**config.mk**
```make
export PLATFORM = sky130hd
export DESIGN_NAME = rom_arbiter_n
export DESIGN_NICKNAME = d
export VERILOG_FILES = /design/src/rtl/rom_arbiter_n.sv
export SDC_FILE = /design/constraint.sdc
export NUM_CORES = 1
export LEC_CHECK = 0
export BUFFER_PORTS_ARGS = -buffer_cell sky130_fd_sc_hd__buf_2
export CORE_ASPECT_RATIO = 0.5
export CORE_MARGIN = 5
export CORE_UTILIZATION = 38
export DETAILED_ROUTE_END_ITERATION = 10
export PLACE_DENSITY_LB_ADDON = 0.08
export SLEW_MARGIN = 10
export SYNTH_ARGS = -nofsm -noshare
export SYNTH_HDL_FRONTEND = slang
export SYNTH_SLANG_ARGS = --single-unit
```
**constraint.sdc**
```tcl
create_clock -name clk -period 13.1 [get_ports clk]
set_input_delay 2.62 -clock clk [delete_from_list [all_inputs] [get_ports clk]]
set_output_delay 2.62 -clock clk [all_outputs]
set_load 0.01 [all_outputs]
```
**src/rtl/rom_arbiter_n.sv**
```systemverilog
// rom_arbiter_n
// Shares one SDRAM controller port between NUM_CH ROM cache channels.
// Arbitration is fixed priority or round-robin. A tag FIFO allows several
// reads to be outstanding, and each returning valid is steered back to the
// channel that issued the read. During an IOCTL download, incoming bytes are
// packed into 32-bit words and written to SDRAM.
module rom_arbiter_n #(
    parameter int NUM_CH     = 4,
    parameter int ADDR_W     = 23,
    parameter int RR         = 1,
    parameter int PEND_DEPTH = 4,
    parameter int DL_INDEX   = 0
) (
    input  logic                     clk,
    input  logic                     reset,
    input  logic [NUM_CH-1:0]        ch_req,
    input  logic [NUM_CH*ADDR_W-1:0] ch_addr,
    output logic [NUM_CH-1:0]        ch_ack,
    output logic [NUM_CH-1:0]        ch_valid,
    input  logic [24:0]              ioctl_addr,
    input  logic [7:0]               ioctl_data,
    input  logic [15:0]              ioctl_index,
    input  logic                     ioctl_wr,
    input  logic                     ioctl_download,
    output logic [ADDR_W-1:0]        sdram_addr,
    output logic [31:0]              sdram_data,
    output logic                     sdram_we,
    output logic                     sdram_req,
    input  logic                     sdram_ack,
    input  logic                     sdram_valid,
    output logic                     dl_overrun,
    output logic                     spurious_valid
);

    localparam int              GW        = $clog2(NUM_CH);
    localparam int              PW        = $clog2(PEND_DEPTH);
    localparam bit              USE_RR    = (RR != 0);
    localparam logic [GW-1:0]   LAST_CH   = GW'(NUM_CH - 1);
    localparam logic [GW-1:0]   ONE_G     = GW'(1);
    localparam logic [GW:0]     NCH_W     = (GW + 1)'(NUM_CH);
    localparam logic [PW-1:0]   ONE_P     = PW'(1);
    localparam logic [PW:0]     ONE_C     = (PW + 1)'(1);
    localparam logic [PW:0]     CNT_FULL  = (PW + 1)'(PEND_DEPTH);
    localparam logic [15:0]     DL_IDX    = 16'(DL_INDEX);

    typedef enum logic [1:0] {
        ST_IDLE   = 2'd0,
        ST_RD_REQ = 2'd1,
        ST_WR_REQ = 2'd2
    } state_t;

    // One-hot decode of a channel index
    function automatic logic [NUM_CH-1:0] f_onehot(input logic [GW-1:0] idx);
        logic [NUM_CH-1:0] v;
        v      = {NUM_CH{1'b0}};
        v[idx] = 1'b1;
        return v;
    endfunction

    // Registers
    state_t              r_state;
    logic [GW-1:0]       r_grant;
    logic [GW-1:0]       r_ptr;
    logic [ADDR_W-1:0]   r_sdram_addr;
    logic [31:0]         r_sdram_data;
    logic                r_sdram_we;
    logic                r_sdram_req;
    logic [GW-1:0]       r_tag [PEND_DEPTH];
    logic [PW-1:0]       r_wp;
    logic [PW-1:0]       r_rp;
    logic [PW:0]         r_cnt;
    logic                r_spurious;
    logic [23:0]         r_lane_buf;
    logic [31:0]         r_dl_word;
    logic [22:0]         r_dl_addr;
    logic                r_dl_ready;
    logic                r_dl_overrun;

    // Wires
    logic [GW-1:0]       w_base;
    logic [GW:0]         w_sum;
    logic [GW:0]         w_idx;
    logic [GW-1:0]       w_gnt;
    logic                w_found;
    logic [ADDR_W-1:0]   w_rd_addr;
    logic                w_push;
    logic                w_pop;
    logic                w_full;
    logic                w_start_wr;
    logic                w_start_rd;
    logic                w_dl_wr;
    logic                w_word_done;
    logic                w_overrun;

    assign w_base = USE_RR ? r_ptr : {GW{1'b0}};

    // Pick the first requesting channel at or after the base index, wrapping.
    // In fixed-priority mode the base is 0, so the lowest index wins.
    always_comb begin
        w_found = 1'b0;
        w_gnt   = {GW{1'b0}};
        w_sum   = {(GW + 1){1'b0}};
        w_idx   = {(GW + 1){1'b0}};
        for (int k = 0; k < NUM_CH; k++) begin
            w_sum = {1'b0, w_base} + (GW + 1)'(k);
            if (w_sum >= NCH_W) begin
                w_idx = w_sum - NCH_W;
            end else begin
                w_idx = w_sum;
            end
            if (!w_found && ch_req[w_idx[GW-1:0]]) begin
                w_found = 1'b1;
                w_gnt   = w_idx[GW-1:0];
            end else begin
                w_found = w_found;
            end
        end
    end

    assign w_rd_addr   = ch_addr[w_gnt*ADDR_W +: ADDR_W];
    assign w_push      = (r_state == ST_RD_REQ) && sdram_ack;
    assign w_pop       = sdram_valid && (r_cnt != {(PW + 1){1'b0}});
    assign w_full      = (r_cnt == CNT_FULL);
    assign w_start_wr  = (r_state == ST_IDLE) && ioctl_download && r_dl_ready;
    assign w_start_rd  = (r_state == ST_IDLE) && !ioctl_download && w_found && !w_full;
    assign w_dl_wr     = ioctl_download && ioctl_wr;
    assign w_word_done = w_dl_wr && (ioctl_addr[1:0] == 2'd3);
    // A completed word is an overrun if it replaces a word that has not been
    // taken yet, or if it arrives while the previous write is still waiting
    // for its ack.
    assign w_overrun   = w_word_done &&
                         ((r_dl_ready && !w_start_wr) ||
                          ((r_state == ST_WR_REQ) && !sdram_ack));

    // The ack and valid pulses are combinational, so a channel sees them in
    // the same cycle as the SDRAM handshake.
    assign ch_ack   = w_push ? f_onehot(r_grant)    : {NUM_CH{1'b0}};
    assign ch_valid = w_pop  ? f_onehot(r_tag[r_rp]) : {NUM_CH{1'b0}};

    assign sdram_addr     = r_sdram_addr;
    assign sdram_data     = r_sdram_data;
    assign sdram_we       = r_sdram_we;
    assign sdram_req      = r_sdram_req;
    assign dl_overrun     = r_dl_overrun;
    assign spurious_valid = r_spurious;

    // Request FSM: writes take priority over reads; the grant stays locked until ack
    always_ff @(posedge clk or posedge reset) begin
        if (reset) begin
            r_state      <= ST_IDLE;
            r_grant      <= {GW{1'b0}};
            r_ptr        <= {GW{1'b0}};
            r_sdram_addr <= {ADDR_W{1'b0}};
            r_sdram_data <= 32'h0000_0000;
            r_sdram_we   <= 1'b0;
            r_sdram_req  <= 1'b0;
        end else begin
            case (r_state)
                ST_IDLE: begin
                    if (w_start_wr) begin
                        r_sdram_addr <= ADDR_W'(r_dl_addr);
                        r_sdram_data <= r_dl_word;
                        r_sdram_we   <= (ioctl_index == DL_IDX);
                        r_sdram_req  <= 1'b1;
                        r_state      <= ST_WR_REQ;
                    end else if (w_start_rd) begin
                        r_grant      <= w_gnt;
                        r_sdram_addr <= w_rd_addr;
                        r_sdram_we   <= 1'b0;
                        r_sdram_req  <= 1'b1;
                        r_state      <= ST_RD_REQ;
                    end else begin
                        r_sdram_req  <= 1'b0;
                    end
                end
                ST_RD_REQ: begin
                    if (sdram_ack) begin
                        r_sdram_req <= 1'b0;
                        r_state     <= ST_IDLE;
                        if (USE_RR) begin
                            r_ptr <= (r_grant == LAST_CH) ? {GW{1'b0}} : r_grant + ONE_G;
                        end
                    end
                end
                ST_WR_REQ: begin
                    if (sdram_ack) begin
                        r_sdram_req <= 1'b0;
                        r_sdram_we  <= 1'b0;
                        r_state     <= ST_IDLE;
                    end
                end
                default: begin
                    r_sdram_req <= 1'b0;
                    r_state     <= ST_IDLE;
                end
            endcase
        end
    end

    // Tag FIFO: push the granted channel on a read ack, pop on each valid
    always_ff @(posedge clk or posedge reset) begin
        if (reset) begin
            for (int i = 0; i < PEND_DEPTH; i++) begin
                r_tag[i] <= {GW{1'b0}};
            end
            r_wp  <= {PW{1'b0}};
            r_rp  <= {PW{1'b0}};
            r_cnt <= {(PW + 1){1'b0}};
        end else begin
            if (w_push) begin
                r_tag[r_wp] <= r_grant;
                r_wp        <= r_wp + ONE_P;
            end
            if (w_pop) begin
                r_rp <= r_rp + ONE_P;
            end
            case ({w_push, w_pop})
                2'b10:   r_cnt <= r_cnt + ONE_C;
                2'b01:   r_cnt <= r_cnt - ONE_C;
                default: r_cnt <= r_cnt;
            endcase
        end
    end

    // Sticky flag: a valid arrived with no read outstanding
    always_ff @(posedge clk or posedge reset) begin
        if (reset) begin
            r_spurious <= 1'b0;
        end else if (sdram_valid && (r_cnt == {(PW + 1){1'b0}})) begin
            r_spurious <= 1'b1;
        end
    end

    // Download packer: assemble little-endian bytes and hand completed words to the FSM
    always_ff @(posedge clk or posedge reset) begin
        if (reset) begin
            r_lane_buf   <= 24'h00_0000;
            r_dl_word    <= 32'h0000_0000;
            r_dl_addr    <= 23'h00_0000;
            r_dl_ready   <= 1'b0;
            r_dl_overrun <= 1'b0;
        end else begin
            if (w_dl_wr) begin
                case (ioctl_addr[1:0])
                    2'd0: r_lane_buf[7:0]   <= ioctl_data;
                    2'd1: r_lane_buf[15:8]  <= ioctl_data;
                    2'd2: r_lane_buf[23:16] <= ioctl_data;
                    2'd3: begin
                        r_dl_word <= {ioctl_data, r_lane_buf};
                        r_dl_addr <= ioctl_addr[24:2];
                    end
                    default: r_lane_buf <= r_lane_buf;
                endcase
            end
            // A newly completed word wins over the FSM consuming the old one
            if (w_word_done) begin
                r_dl_ready <= 1'b1;
            end else if (w_start_wr) begin
                r_dl_ready <= 1'b0;
            end
            if (w_overrun) begin
                r_dl_overrun <= 1'b1;
            end
        end
    end

endmodule

```
# [Yosys cells after proc, flatten, opt, wreduce, memory -nomap -nowiden]
# Cells that the tools add are included.
# Widths: inputs -> output; s select.
[totals] out_inout_bits=67 elab_cells=162 input_bits=151 ff_bits=160
[classes] eq_ne=12 multipliers=1 shifts=1 n_mux=49 bitwise_logic=3 reduce_logical=47 addsub=12 magnitude_cmp=15
[op_table] operator="$shiftx 92x8->23" n=1
[op_table] operator="$mux 23" n=2
[op_table] operator="$mux 2" n=15
[op_table] operator="$logic_and 1x1->1" n=19
[op_table] operator="$lt 2x3->1 const B" n=6
[op_table] operator="$mux 1" n=17
[op_table] operator="$logic_not 16->1" n=1
[op_table] operator="$reduce_and 2->1" n=8
[op_table] operator="$ge 3x3->1 const B" n=5
[op_table] operator="$eq 2x2->1 const B" n=5
[op_table] operator="$bmux 1 s2" n=4
[op_table] operator="$bwmux 8" n=1
[op_table] operator="$mux 4" n=2
[op_table] operator="$reduce_bool 2->1" n=4
[op_table] operator="$sub 2x1->2 const B" n=4
[op_table] operator="$logic_not 1->1" n=7
[op_table] operator="$mul 2x5->7 const B" n=1
[op_table] operator="$add 2x1->2 const B" n=3
[op_table] operator="$add 2x2->3 const B" n=2
[op_table] operator="$eq 2x1->1 const B" n=3
[op_table] operator="$not 2->3" n=2
[op_table] operator="$pmux 3 s2" n=1
[op_table] operator="$reduce_and 3->1" n=2
[op_table] operator="$bmux 2 s2" n=1
[op_table] operator="other kinds (20)" n=24

# [Depth between registers and ports, before layout]
# Gate-level depths: netlist (run 1).
[depth] depth_word=19 mapped_depth=10 mapped_depth_nobuf=9

# [Worst setup path before layout (run 1)]
# Ideal clock, no wire load.
[synth_timing] path_type="input -> output" start="input port sdram_valid" end="output port ch_valid[0]" path_slack_ps=7199 cell_stages=3 required_time_ps=10480 t_arrival_ps=3281 n_path_buf=1 path_cell_list="nor2b_1 clkbuf_1 nor3b_1"
[synth_between] elab_chain_cells=2
[synth_rtl] item="from (decl)" line_no="30" source="input logic sdram_valid,"
[synth_rtl] item="$logic_and 1x1->1" line_no="122" source="assign w_pop = sdram_valid && (r_cnt != {(PW + 1){1'b0}});"
[synth_rtl] item="via w_pop" line_no="87" source="logic w_pop;"
[synth_rtl] item="$mux 4" line_no="138" source="assign ch_valid = w_pop ? f_onehot(r_tag[r_rp]) : {NUM_CH{1'b0}};"
[synth_rtl] item="to (decl)" line_no="19" source="output logic [NUM_CH-1:0] ch_valid,"
# The timed path passes the listed nets, and every way through them passes these cells.

# [Worst setup path after layout (run 1)]
[layout_timing] start="input port sdram_valid" end="output port ch_valid[0]"
[layout_between] elab_chain_cells=2
[layout_rtl] item="$logic_and 1x1->1" line_no="122"
[layout_rtl] item="$mux 4" line_no="138"
# Every way passes these cells.

==> results.toml, run 1 <==
[global_route]
overflow = 0
antenna_found_initial = 0
grt_usage_pct = 16.7
grt_pass1_wl_mm = 28.9
grt_max_degree = 102
grt_pass1_vias = 5523

[final_layout]
layout-drive-gt1-share_pct = 43.6
diodes = 0
finalNonFillerCells = 1091
final_core_util_pct = 49.3
area_growth_pct = 25.9
fillerInstances = 1743
nets = 983
fin_area_mm2 = 0.00917

[sta]
final.min_clock_period_ns = 6.16
fmax_mhz = 162
rsz0062_at_grt = "no"
worst_slew_pin_slew_ns = 0.925
setup_viol = 0
hold_violations = 0
finClkSkew_ns = 0.00689
tns_ns = 0
relSlewSlack_pct = 38.4
post-route-period-util_pct = 47.0
drv_slew = 0

[yosys]
yosys-top-cells-count = "dfrtp_1, nand2_1, mux2_2"
synth_area_leaders = "dfrtp_1, mux2_2, mux2i_1"
syn_nets = 773
synth_top_area_share_pct = 55.0
syn_avg_cell_area_um2 = 12.0
async_flop_share_pct = 100
synth_flop_cell = "dfrtp_1"
synth_warnings = 0
yosys.area.top_type = "dfrtp_1"
synthCells = 609
synth_area_mm2 = 0.00729
synth-edff-count = 0
yosysMostFrequentCell = "dfrtp_1"
ys_seq_area_share_pct = 55.0
yosysUniqueCellTypes = 41
synth-seq-cells = 160

[floorplan]
die_w_um = 206
fp.dieH_um = 108
start_util_pct = 39.1
num_io_pins = 218
coreArea_mm2 = 0.0186
die-area_mm2 = 0.0222
row_count = 35

[run_status]
status = "finished, final reports clean"

[worst_setup_path]
cpMostUsedCell = "buf_2"
worst_setup_path_start_kind = "primary input"
worstPathMaxFanout = 7
slowest_delay_ns = 0.43
required_ns = 10.48
timing.setup.critical_path_class = "in -> out"
crit_start = "sdram_valid"
slowest_stage = "nor2b_1"
crit_path_cell_trace = "buf_2, nor2b_1, nor3b_1, buf_2"
worst_ep_arrival_time_ns = 3.54
endpoint_kind = "output pin"
rr_startpoint = "r_state[0]"

[detailed_routing]
vias = 5408
drtAntennaViolNets = 0
drt_iter0_markers = 160
drc = 0
wl_per_cell_um = 17.4
first_pass_iters = 4
wl_mm = 18.9
vias_per_cell = 4.96

[placed_design]
dpl_cell_area_mm2 = 0.00861
io_buffers = 217
hpwlAfterDp_mm = 13.1
dp.cells = 1059
place_congestion = 0.769

[pwr]
leakage_nw = 4.63
power_density_mw_per_mm2 = 209
peakVddDrop_mv = 0.112

[cts]
clk_latency_ns = 0.42
cts_inserted_buffers = 17
ctsResizeCount = 0
post_cts_buffers = 0
cts_tree = "yes"
root_buffer = "clkbuf_16"
path_clk_slew_ns = 0.07
h-tree-depth = 4
clock_path_buffers = 2
cts_num_sinks = 160
cts_hold_buf = 0

[hold_path]
hp-class = "reg -> reg"
hold_start = "r_dl_word[21]"

[flow_run]
cap_violations = 0
-- flip-flops by register name (all words and copies together) (netlist names) --
name,cells
r_lane_buf,24
spurious_valid,1
r_dl_addr,23
sdram_addr,23
dl_overrun,1
r_wp,2
sdram_req,1
r_grant,2
r_dl_word,32
r_dl_ready,1
r_cnt,3
r_tag,8
r_ptr,2
sdram_data,32
sdram_we,1
r_rp,2
r_state,2
-- placed cells by master (no fill, tap or decap), types with 6 or more instances in the layout --
master     instances
buf_2            217
dfrtp_1          160
nand2_1          117
mux2_2            81
mux2i_1           48
a21oi_1           29
and3_1            29
o221ai_2          19
clkbuf_16         17
o21ai_0           12
ha_1              12
inv_1             11
buf_4              7
nor2_1             6
-- power by group --
part	switching [mW]	internal (mW)
clock network	0.214	0.262
logic	0.357	0.308
registers	0.0991	0.674
-- routing by layer --
layer	global-route usage (%)	wire [µm]	vias up
met5	0	0	-
met4	3.89	129	0
met3	4.03	854	12
met2	28.6	9400	96
met1	21.7	8560	2729
li1	-	-	2571
-- stage by stage --
stage / hold WS (ns) / power [mW] / setup slack [ns]
floorplan: 0.433 / 1.22 / 6.16
global placement: 0.443 / 1.44 / 7.00
detailed placement: 0.450 / 1.46 / 6.94
CTS: 0.468 / 1.94 / 6.93
global route: 0.492 / 2.05 / 6.89
finish: 0.464 / 1.91 / 6.94
-- kinds of logic after synthesis --
family	count (synthesis)	share of synthesized area, %
AO/OA/AOI/OAI	75	8.31
XOR/XNOR	6	0.721
adder cells (fa/ha/maj)	13	2.34
buffers and inverters	45	2.73
flip-flops	160	55.0
multiplexers	131	19.7
AND/OR/NAND/NOR	179	11.2
-- worst max-delay path, delay by kind of cell --
| kind | cells | cell delay (ns) |
|---|---|---|
| buf+inv | 2 | 0.24 |
| simple gates | 2 | 0.67 |
-- final timing paths --
check | depth (start not counted) | end | slack [ns]
max | 4 | ch_valid[0] | 6.94
min | 2 | sdram_data[21] | 0.46
max reg2reg | 7 | sdram_addr[19] | 10.37
min reg2reg | 2 | sdram_data[21] | 0.46
max in group asynchronous | 3 | sdram_req | 9.34
min in group asynchronous | 2 | sdram_data[29] | 2.41
-- area by class of cell --
cell class              instances  area [µm²]  area share (%)
flip-flops and latches        160        4000            43.7
multi-input cells             404        3090            33.7
repair buffers                224        1140            12.4
clock buffers                  20         467            5.09
well taps                     259         324            3.53
clock inverters                12        98.8            1.08
inverters                      12        50.0           0.546
Power figures use the tool's default switching activity.
==> run 2: changes to the inputs <==
- clock period: 13.1 -> 6.4 ns (I/O delays scaled with it)
==> run 2 against run 1 <==
Net effect: critical path depth unchanged; routed wire length decreased by 1.1%; cell area about the same; clock power increased by 110%; critical endpoint unchanged; first-iteration DRC count increased by 24%; hold slack got worse by 0.0099 ns; clock skew increased by 0.00056 ns; register-to-register slack got worse by 6.7 ns; count of clock-buffer cells in the layout decreased by 1; non-clock buffer count unchanged; largest cell class unchanged; die area unchanged.
==> results.toml, run 2 (same netlist as run 1, synthesis figures left out) <==
[detailed_routing]
vias_per_cell = 4.88
vias = 5325
wl_per_cell_um = 17.2
drtAntennaViolNets = 0
wl_mm = 18.7
drc = 0
first_pass_iters = 4
drt_iter0_markers = 198

[placed_design]
dp.cells = 1059
io_buffers = 217
hpwlAfterDp_mm = 13.0
dpl_cell_area_mm2 = 0.00861
place_worst_setup_slack_ns = 2.85
place_congestion = 0.787

[worst_setup_path]
worstPathMaxFanout = 7
endpoint_kind = "output pin"
worst_ep_arrival_time_ns = 2.16
timing.setup.critical_path_class = "in -> out"
required_ns = 5.12
worst_setup_path_start_kind = "primary input"

[global_route]
grt_pass1_wl_mm = 29.3
overflow = 0
grt_pass1_vias = 5584
antenna_found_initial = 2
grt_max_degree = 103
grt_usage_pct = 16.8

[final_layout]
final_cell_mix = "buf_2, dfrtp_1, nand2_1"
fin_area_mm2 = 0.00917
finalNonFillerCells = 1091
diodes = 0
area_growth_pct = 25.9
layout-drive-gt1-share_pct = 43.4
nets = 983
final_core_util_pct = 49.3
layout_commonest_cell = "buf_2"

[pwr]
leakage_nw = 4.63
peakVddDrop_mv = 0.202
power_density_mw_per_mm2 = 426
power_mw = 3.91

[floorplan]
die_w_um = 206
coreArea_mm2 = 0.0186
row_count = 35
die-area_mm2 = 0.0222
fp.dieH_um = 108
start_util_pct = 39.1
num_io_pins = 218

[cts]
root_buffer = "clkbuf_16"
cts_num_sinks = 160
clock_path_buffers = 2
ctsResizeCount = 0
clk_latency_ns = 0.42
post_cts_buffers = 0
path_clk_slew_ns = 0.07
cts_hold_buf = 0
cts_inserted_buffers = 17
h-tree-depth = 4
cts_tree = "yes"

[sta]
finClkSkew_ns = 0.00745
hold_violations = 0
holdWs_ns = 0.454
fmax_mhz = 291
rsz0062_at_grt = "no"
drv_slew = 0
worst_slew_pin_slew_ns = 0.930
final.min_clock_period_ns = 3.44
tns_ns = 0
post-route-period-util_pct = 53.8
fin_ws_ns = 2.96
setup_viol = 0
relSlewSlack_pct = 38.0

[flow_run]
cap_violations = 0

[hold_path]
hp-class = "reg -> reg"

[run_status]
status = "finished, final reports clean"
run 2: worst max-delay path, stage by stage:
cell and delay [ns]:
buf_2 0.09, nor2b_1 0.40, nor3b_1 0.23, buf_2 0.16
run 2: final cells by class:
type,count,area (µm²)
multi-input cells,404,3090
clock buffers,19,433
clock inverters,13,131
well taps,259,324
fillers,1752,9440
repair buffers,224,1140
inverters,12,50.0
flip-flops and latches,160,4000
run 2: final timing paths:
kind / from / endpoint / depth (start not counted) / slack, ns
max: sdram_valid / ch_valid[0] / 4 / 2.96
min: spurious_valid / spurious_valid / 1 / 0.45
max reg2reg: r_state[1] / sdram_addr[20] / 7 / 3.70
min reg2reg: spurious_valid / spurious_valid / 1 / 0.45
max in group asynchronous: reset / r_dl_addr[3] / 3 / 3.99
min in group asynchronous: reset / sdram_data[28] / 2 / 1.03
run 2: power breakdown:
| part | internal (mW) | switching (mW) |
|---|---|---|
| clock network | 0.545 | 0.440 |
| registers | 1.38 | 0.202 |
| logic | 0.627 | 0.716 |
| total | 2.55 | 1.36 |
run 2: routing by layer:
metal | share of wire [%] | vias to the layer above | global-route usage (%)
met5 | 0.13 | - | 0
met4 | 1.1 | 4 | 5.27
met1 | 44 | 2635 | 21.3
li1 | - | 2566 | -
met3 | 5.0 | 21 | 4.12
met2 | 50 | 99 | 28.8
==> run 3: changes to the inputs <==
- clock period: 6.4 -> 3.5 ns (I/O delays scaled with it)
==> run 3 against run 2 <==
Net effect: cell area grew 0.72%; sequential cell count is the same; total power grew 85%; clock power up 91%; highest routed layer is now met4; setup slack worse by 2.0 ns; sequential share of layout area decreased by 0.31 points; critical path type is now reg -> out; final cell count grew 0.18%; non-clock buffer count rose by 2; via count grew 1.1%.
==> results.toml, run 3 (same netlist as run 1, synthesis figures left out) <==
[worst_setup_path]
crit_family = "multiplexers"
worst_setup_path_start_kind = "flop"
required_ns = 2.80
reg2reg_depth = 6
rr_startpoint = "r_ptr[1]"
critPathBufInv = 1
worst_ep_arrival_time_ns = 1.84
worstPathMaxFanout = 4
slowest_stage = "mux4_2"
rr_endpoint = "sdram_addr[3]"
crit_path_cell_trace = "mux4_2, nor3b_1, buf_2"
endpoint_kind = "output pin"
slowest_delay_ns = 0.58
timing.setup.critical_path_class = "reg -> out"
rrSetupSlack_ns = 1.21

[global_route]
grt_pass1_vias = 5639
grt_usage_pct = 16.9
antenna_found_initial = 0
grt_max_degree = 161
overflow = 0
grt_pass1_wl_mm = 29.6

[sta]
holdWs_ns = 0.453
setup_viol = 0
tns_ns = 0
worst_slew_pin_slew_ns = 0.888
fmax_mhz = 394
hold_violations = 0
final.min_clock_period_ns = 2.54
post-route-period-util_pct = 72.6
drv_slew = 0
rsz0062_at_grt = "no"
relSlewSlack_pct = 40.8
finClkSkew_ns = 0.00944

[pwr]
power.internal_mw = 4.77
power_switching_share_pct = 34.1
peakVddDrop_mv = 0.336
leakage_nw = 4.66
comb_power_share_pct = 34.0
p_sw_mw = 2.47
p_seq_share_pct = 40.0
power_frac_clock_pct = 25.9
power_density_mw_per_mm2 = 784

[final_layout]
nets = 985
final_core_util_pct = 49.6
area_growth_pct = 26.8
layout-drive-gt1-share_pct = 43.6
fillerInstances = 1768
fin_area_mm2 = 0.00924
register_area_mm2 = 0.00400
final_cell_mix = "buf_2, dfrtp_1, nand2_1"
finalNonFillerCells = 1093
diodes = 0
layout_commonest_cell = "buf_2"
multi_input_area_mm2 = 0.00309

[hold_path]
holdPathStages = 2
hold_end = "sdram_we"
hp-class = "in -> reg"
hold_start = "ioctl_index[6]"

[cts]
cts_num_sinks = 160
clk_latency_ns = 0.42
ctsResizeCount = 0
cts_tree = "yes"
path_clk_slew_ns = 0.07
clock_path_buffers = 2
cts_hold_buf = 0
post_cts_buffers = 0
cts_inserted_buffers = 17
h-tree-depth = 4
root_buffer = "clkbuf_16"

[detailed_routing]
wl_mm = 18.8
first_pass_iters = 4
vias = 5383
drt_iter0_markers = 221
vias_per_cell = 4.92
wl_per_cell_um = 17.2
drc = 0
drtAntennaViolNets = 0

[floorplan]
coreArea_mm2 = 0.0186
fp.dieH_um = 108
start_util_pct = 39.1
row_count = 35
die-area_mm2 = 0.0222
num_io_pins = 218
die_w_um = 206

[placed_design]
io_buffers = 217
dp.cells = 1061
dpl_cell_area_mm2 = 0.00864
place_congestion = 0.785
hpwlAfterDp_mm = 13.2

[flow_run]
cap_violations = 0

[run_status]
status = "finished, final reports clean"
run 3: cell count changes in the layout (fill, tap and decap cells not counted):
cell       previous run  this run
inv_8                 2         0
bufinv_16             1         2
clkinv_4              2         0
inv_6                 4         7
buf_12                0         2
clkbuf_8              0         1
clkbuf_1              2         1
run 3: layout make-up:
class,instances,share of cell area (%)
Clock buffer,19,4.80
Timing Repair Buffer,226,12.8
Sequential cell,160,43.3
Multi-Input combinational cell,404,33.4
Inverter,12,0.528
Tap cell,259,3.51
Clock inverter,13,1.61
run 3: per-stage QoR:
step | setup WS (ns) | power [mW]
floorplan | 0.771 | 4.58
global placement | 1.00 | 5.40
detailed placement | 0.893 | 5.45
CTS | 0.930 | 7.37
global route | 0.884 | 7.78
finish | 0.959 | 7.24
run 3: worst max-delay path by stage:
| stage | end | slack, ns | depth (start not counted) | startpoint |
|---|---|---|---|---|
| floorplan | dl_overrun | 0.77 | 1 | reset |
| global placement | sdram_addr[7] | 1.00 | 7 | ch_req[2] |
| detailed placement | sdram_addr[5] | 0.89 | 7 | ch_req[2] |
| CTS | ch_valid[0] | 0.93 | 3 | r_rp[0] |
| global route | ch_valid[0] | 0.88 | 3 | r_rp[0] |
| finish | ch_valid[0] | 0.96 | 3 | r_rp[0] |
run 3: power by group through the flow:
| stage | Clock [mW] | Sequential (mW) | Combinational (mW) |
|---|---|---|---|
| CTS | 1.94 | 2.91 | 2.52 |
| detailed placement | 0 | 2.93 | 2.52 |
| global route | 2.02 | 2.99 | 2.77 |
| floorplan | 0 | 3.00 | 1.58 |
| global placement | 0 | 2.92 | 2.47 |
| finish | 1.88 | 2.90 | 2.47 |
run 3: routing by layer:
layer | GRT usage (%) | part of all wire, % | wire length [µm] | up-vias
met3 | 4.43 | 4.7 | 892 | 9
met1 | 21.3 | 43 | 8130 | 2702
met5 | 0 | 0 | 0 | -
li1 | - | - | - | 2572
met4 | 3.75 | 0.75 | 142 | 0
met2 | 29.4 | 51 | 9680 | 100
